### src/rtl/process_engine.sv
// process_engine: one process slot that executes a loadable program, one instruction per clock.
// Execution starts at pc 0 and ends on HALT, an illegal opcode, the step limit or running off program memory.
module process_engine #(
    parameter int WIDTH     = 8,
    parameter int NREGS     = 16,
    parameter int DEPTH     = 32,
    parameter int MAX_STEPS = 100,
    localparam int RA = $clog2(NREGS),
    localparam int PA = $clog2(DEPTH),
    localparam int IW = 4 + 3*RA + WIDTH
) (
    input  logic             clock,
    input  logic             reset,
    input  logic             prog_we,
    input  logic [PA-1:0]    prog_addr,
    input  logic [IW-1:0]    prog_data,
    input  logic             start,
    output logic             running,
    output logic             stop,
    output logic [PA:0]      pc,
    output logic [1:0]       rc,
    output logic [31:0]      steps,
    input  logic [RA-1:0]    rd_addr,
    output logic [WIDTH-1:0] rd_data
);

    // Handshake: start is a one-cycle request, accepted only in IDLE or DONE. stop stays high
    // in DONE until the next accepted start; rc, pc, steps and registers are valid while stop=1.

    typedef enum logic [1:0] {S_IDLE, S_RUN, S_DONE} state_t;

    localparam logic [3:0] OP_NOP  = 4'd0;
    localparam logic [3:0] OP_SET  = 4'd1;
    localparam logic [3:0] OP_MOV  = 4'd2;
    localparam logic [3:0] OP_GE   = 4'd3;
    localparam logic [3:0] OP_GT   = 4'd4;
    localparam logic [3:0] OP_LE   = 4'd5;
    localparam logic [3:0] OP_LT   = 4'd6;
    localparam logic [3:0] OP_NE   = 4'd7;
    localparam logic [3:0] OP_EQ   = 4'd8;
    localparam logic [3:0] OP_ADD  = 4'd9;
    localparam logic [3:0] OP_JMP  = 4'd10;
    localparam logic [3:0] OP_JZ   = 4'd11;
    localparam logic [3:0] OP_JNZ  = 4'd12;
    localparam logic [3:0] OP_HALT = 4'd13;

    localparam logic [1:0] RC_OK      = 2'd0;
    localparam logic [1:0] RC_LIMIT   = 2'd1;
    localparam logic [1:0] RC_ILLEGAL = 2'd2;

    state_t           state;
    logic [IW-1:0]    prog_mem [DEPTH];
    logic [WIDTH-1:0] regs [NREGS];

    logic [IW-1:0]    instr;
    logic [3:0]       op;
    logic [RA-1:0]    dst;
    logic [RA-1:0]    src1;
    logic [RA-1:0]    src2;
    logic [WIDTH-1:0] imm;
    logic [WIDTH-1:0] opa;
    logic [WIDTH-1:0] opb;
    logic [PA:0]      jump_target;
    logic [PA:0]      pc_seq;
    logic [PA:0]      pc_next;
    logic [31:0]      steps_next;
    logic             at_end;
    logic             limit_hit;
    logic             wr_en;
    logic [WIDTH-1:0] wr_val;
    logic             halt_req;
    logic             illegal;

    assign instr       = prog_mem[pc[PA-1:0]];
    assign op          = instr[IW-1 -: 4];
    assign dst         = instr[IW-5 -: RA];
    assign src1        = instr[IW-5-RA -: RA];
    assign src2        = instr[IW-5-2*RA -: RA];
    assign imm         = instr[WIDTH-1:0];
    assign opa         = regs[src1];
    assign opb         = regs[src2];
    assign at_end      = pc[PA];
    assign jump_target = {1'b0, imm[PA-1:0]};
    assign pc_seq      = pc + (PA+1)'(1);
    assign steps_next  = steps + 32'd1;
    assign limit_hit   = (steps_next == 32'(MAX_STEPS));
    assign rd_data     = regs[rd_addr];

    function automatic logic [WIDTH-1:0] flag(input logic b);
        return {{(WIDTH-1){1'b0}}, b};
    endfunction

    // Decode and execute the instruction at pc using the pre-edge register values.
    always_comb begin
        wr_en    = 1'b0;
        wr_val   = '0;
        pc_next  = pc_seq;
        halt_req = 1'b0;
        illegal  = 1'b0;
        case (op)
            OP_NOP:  ;
            OP_SET:  begin wr_en = 1'b1; wr_val = imm; end
            OP_MOV:  begin wr_en = 1'b1; wr_val = opa; end
            OP_GE:   begin wr_en = 1'b1; wr_val = flag(opa >= opb); end
            OP_GT:   begin wr_en = 1'b1; wr_val = flag(opa >  opb); end
            OP_LE:   begin wr_en = 1'b1; wr_val = flag(opa <= opb); end
            OP_LT:   begin wr_en = 1'b1; wr_val = flag(opa <  opb); end
            OP_NE:   begin wr_en = 1'b1; wr_val = flag(opa != opb); end
            OP_EQ:   begin wr_en = 1'b1; wr_val = flag(opa == opb); end
            OP_ADD:  begin wr_en = 1'b1; wr_val = opa + opb; end
            OP_JMP:  pc_next = jump_target;
            OP_JZ:   if (opa == '0) pc_next = jump_target;
            OP_JNZ:  if (opa != '0) pc_next = jump_target;
            OP_HALT: begin halt_req = 1'b1; pc_next = pc; end
            default: begin illegal = 1'b1; pc_next = pc; end
        endcase
    end

    // Writes are refused while a program is running so the executing image never changes.
    always_ff @(posedge clock) begin
        if (prog_we && state != S_RUN) begin
            prog_mem[prog_addr] <= prog_data;
        end
    end

    always_ff @(posedge clock) begin
        if (reset) begin
            state   <= S_IDLE;
            pc      <= '0;
            rc      <= RC_OK;
            steps   <= '0;
            running <= 1'b0;
            stop    <= 1'b0;
            for (int i = 0; i < NREGS; i++) begin
                regs[i] <= '0;
            end
        end else begin
            case (state)
                S_IDLE, S_DONE: begin
                    if (start) begin
                        state   <= S_RUN;
                        pc      <= '0;
                        rc      <= RC_OK;
                        steps   <= '0;
                        running <= 1'b1;
                        stop    <= 1'b0;
                        for (int i = 0; i < NREGS; i++) begin
                            regs[i] <= '0;
                        end
                    end
                end
                S_RUN: begin
                    if (at_end) begin
                        // Fell off the end of program memory: normal completion, nothing executed.
                        state   <= S_DONE;
                        rc      <= RC_OK;
                        running <= 1'b0;
                        stop    <= 1'b1;
                    end else begin
                        steps <= steps_next;
                        pc    <= pc_next;
                        if (wr_en) begin
                            regs[dst] <= wr_val;
                        end
                        // An explicit halt outcome takes priority over the step limit.
                        if (halt_req || illegal) begin
                            state   <= S_DONE;
                            rc      <= illegal ? RC_ILLEGAL : RC_OK;
                            running <= 1'b0;
                            stop    <= 1'b1;
                        end else if (limit_hit) begin
                            state   <= S_DONE;
                            rc      <= RC_LIMIT;
                            running <= 1'b0;
                            stop    <= 1'b1;
                        end
                    end
                end
                default: begin
                    state   <= S_IDLE;
                    running <= 1'b0;
                    stop    <= 1'b0;
                end
            endcase
        end
    end

endmodule

### config.mk
export PLATFORM = sky130hd
export DESIGN_NAME = process_engine
export DESIGN_NICKNAME = d
export VERILOG_FILES = /design/src/rtl/process_engine.sv
export SDC_FILE = /design/constraint.sdc
export NUM_CORES = 1
export LEC_CHECK = 0
export ABC_AREA = 1
export CAP_MARGIN = 30
export CORE_MARGIN = 10
export CORE_UTILIZATION = 60
export DETAILED_ROUTE_END_ITERATION = 6
export PLACE_DENSITY_LB_ADDON = 0.12
export SYNTH_ARGS = -nofsm -noshare
export SYNTH_HDL_FRONTEND = slang
export SYNTH_SLANG_ARGS = --single-unit
### constraint.sdc
create_clock -name clock -period 12.41 [get_ports clock]
set_input_delay 3.723 -clock clock [delete_from_list [all_inputs] [get_ports clock]]
set_output_delay 3.723 -clock clock [all_outputs]
set_load 0.1 [all_outputs]
==> flow_metrics.env <==
export IMPL_path_buf_inv=3
export IMPL_ant_nets=0
export IMPL_synth_edf_count=896
export IMPL_final_nets=4078
export IMPL_hold_buffers=0
export IMPL_cts_tree="done"
export IMPL_gp_congestion=0.997
export IMPL_track_usage_pct=29.1
export IMPL_cp_slowest_cell="clkdlybuf4s50_1"
export IMPL_cts_num_sinks=944
export IMPL_endpoint_kind="output port"
export IMPL_syn_to_final_growth_pct=12.0
export IMPL_max_cap_viol_count=0
export IMPL_antennaDiodeCount=0
export IMPL_synth_fa_ha_area_share_pct=0.543
export IMPL_grt_pass1_wl_um=182000
export IMPL_power_frac_seq_pct=47.3
export IMPL_relSlewSlack_pct=29.3
export IMPL_die_h_um=287
export IMPL_async_flop_share_pct=0
export IMPL_tns_ps=0
export IMPL_seq_area_frac_synth_pct=65.0
export IMPL_cts_max_level=3
export IMPL_syn_cell_area_um2=42900
export IMPL_hpwl_um=72200
export IMPL_synth_main_ff_cell="edfxtp_1"
export IMPL_crit_chain="clkdlybuf4s50_1, inv_1, nand2_1, o22ai_1, o21ai_0, clkdlybuf4s50_1"
export IMPL_grt_setup_unrepaired="no"
export IMPL_internal_power_mw=5.58
export IMPL_io_pins=87
export IMPL_insertion_delay_ps=680
export IMPL_critPathMaxFanout=20
export IMPL_cts_root_buf="clkbuf_16"
export IMPL_period_needed_ps=10510
export IMPL_synth_top_area_share_pct=62.8
export IMPL_crit_family="buffers and inverters"
export IMPL_routed_wl_um=122000
export IMPL_core_um2=70400
export IMPL_cp_common_cell="clkdlybuf4s50_1"
export IMPL_max_clock_freq_ghz=0.0952
export IMPL_synth_mux_area_share_pct=0
export IMPL_synthCells=4023
export IMPL_power_share_clock_pct=40.0
export IMPL_layout_drive_gt1_share_pct=8.82
export IMPL_port_buffers=86
export IMPL_cpPeakStageDelay_ps=1200
export IMPL_grt_ovfl_total=0
export IMPL_drt_first_pass_iters=7
export IMPL_setup_viol=0
export IMPL_viasPerCell=6.29
export IMPL_cp_required_ps=8690
export IMPL_power_frac_comb_pct=12.6
export IMPL_syn_nets=4078
export IMPL_vias=31700
export IMPL_power_leakage_nw=17.0
export IMPL_synth_compound_area_share_pct=12.2
export IMPL_post_cts_setup_buffers=0
export IMPL_syn_area_per_cell_um2=10.7
export IMPL_cts_max_path_buffers=3
export IMPL_cts_buffers=95
export IMPL_fin_util_pct=68.2
export IMPL_status="finished with violations"
export IMPL_synth_common_cells="edfxtp_1, nand2_1, nor2_1"
export IMPL_die_area_um2=82500
export IMPL_grt_pass1_vias=29200
export IMPL_violations="DRC"
export IMPL_path_clk_slew_ps=60
export IMPL_synth_simple_gate_area_share_pct=15.5
export IMPL_antenna_found_initial=3
export IMPL_num_rows=97
export IMPL_worstSetupStartpointType="primary input"
export IMPL_chipWidth_um=287
export IMPL_critPathArrivalTime_ps=6790
export IMPL_total_power_mw=7.56
export IMPL_cts_resized=0
export IMPL_power_switching_share_pct=26.2
export IMPL_hold_class="reg -> reg"
export IMPL_synthTopCellsByArea="edfxtp_1, nand2_1, nand3_1, o21ai_0, nor2_1"
export IMPL_initial_core_util_pct=60.9
export IMPL_synth_most_common_cell="edfxtp_1"
export IMPL_drc_errors=2
export IMPL_synth_xor_xnor_area_share_pct=0.613
export IMPL_synth_top_area_cell="edfxtp_1"
export IMPL_worst_pin_slew_ps=1060
export IMPL_avgRoutedWirePerCell_um=24.2
export IMPL_ys_ff_latch=944
export IMPL_grt_start_max_net_pins=214
export IMPL_slew_violations=0
export IMPL_ys_warn_count=0
export IMPL_synth_cell_type_count=58
export IMPL_synth_top_family_by_area="simple AND/OR/NAND/NOR gates"
export IMPL_drtIter0Drc=4226
export IMPL_p_sw_mw=1.98
export IMPL_ir_drop_mv=0.148
export IMPL_skew_ps=42.2
export IMPL_crit_type="in -> out"
export IMPL_power_density_nw_per_um2=157
export IMPL_hold_viol=0
export IMPL_post_route_period_util_pct=84.7
[final timing paths]
check	start	endpoint	slack, ps	cells past startpoint
hold / removal	rc[0]	rc[0]	470	2
setup / recovery	rd_addr[2]	rd_data[2]	1900	6
hold reg to reg	rc[0]	rc[0]	470	2
setup reg to reg	register	regs[5][0]	4760	28
[sequential cells by signal (all words and copies together), names as in the netlist, named ones only]
signal and cells:
pc 6, steps 32, prog_mem 768, stop 1, regs 128, running 1
state 1, rc 2
[layout make-up]
class	instances	area (um^2)
fill	5298	22400
clock inverter	61	822
timing repair buffer	161	1750
sequential	944	27900
clock buffer	117	2510
multi-input combinational	2502	12600
inverter	319	1220
tap	940	1180
[routing by layer]
layer  up-vias  part of all wire, %  global-route usage, %
met5         -                0.038                      0
met4         6                  3.4                   10.1
met3       265                   11                   5.66
met2      1850                   45                   44.7
met1     15300                   40                   41.0
li1      14300                    -                      -
[stage by stage]
stage	area [um^2]	cells	worst slack, ps	hold slack (ps)
6_report	48000	5044	1900	472
5_1_grt	48000	5044	1820	511
4_1_cts	47900	5038	1940	476
3_3_place_gp	44200	4846	1900	450
2_1_floorplan	42900	4023	2020	545
3_5_place_dp	44500	4860	1950	466
[power groups by stage]
stage               sequential, mW  combinational (mW)  clock (mW)
floorplan                     3.63               0.634           0
finish                        3.58               0.953        3.03
global route                  3.58                1.03        3.18
detailed placement            3.64               0.917           0
global placement              3.64               0.894           0
CTS                           3.57               0.922        3.04
[tightest hold or removal path, stage by stage (launching register included)]
cell and delay, ps:
dfxtp_1 310, nand2_1 60, a21oi_1 50
[kinds of logic (layout without fill, tap and decap cells)]
group | after synthesis | count (layout)
buf+inv | 577 | 658
xor+xnor | 30 | 30
fa+ha+maj | 18 | 18
compound gates | 878 | 878
flops | 944 | 944
simple gates | 1576 | 1576
[layout by cell type (no fill, tap or decap), types with 17 or more instances in the layout]
cell / Yosys / routed
a21oi_1: 190 / 190
o221ai_1: 85 / 85
nand3_1: 393 / 393
buf_4: 42 / 55
ha_1: 17 / 17
inv_2: 37 / 37
clkbuf_16: 0 / 99
nand2_1: 635 / 634
o211ai_1: 43 / 43
nor2_1: 468 / 436
o22ai_1: 84 / 84
clkdlybuf4s50_1: 0 / 84
clkbuf_1: 92 / 19
inv_1: 280 / 278
nor2_4: 3 / 35
nor3_1: 17 / 17
edfxtp_1: 896 / 896
dfxtp_1: 48 / 43
o21ai_1: 20 / 20
o21ai_0: 381 / 381
xor2_1: 27 / 27
No activity file was read; power rests on OpenSTA's default activity.
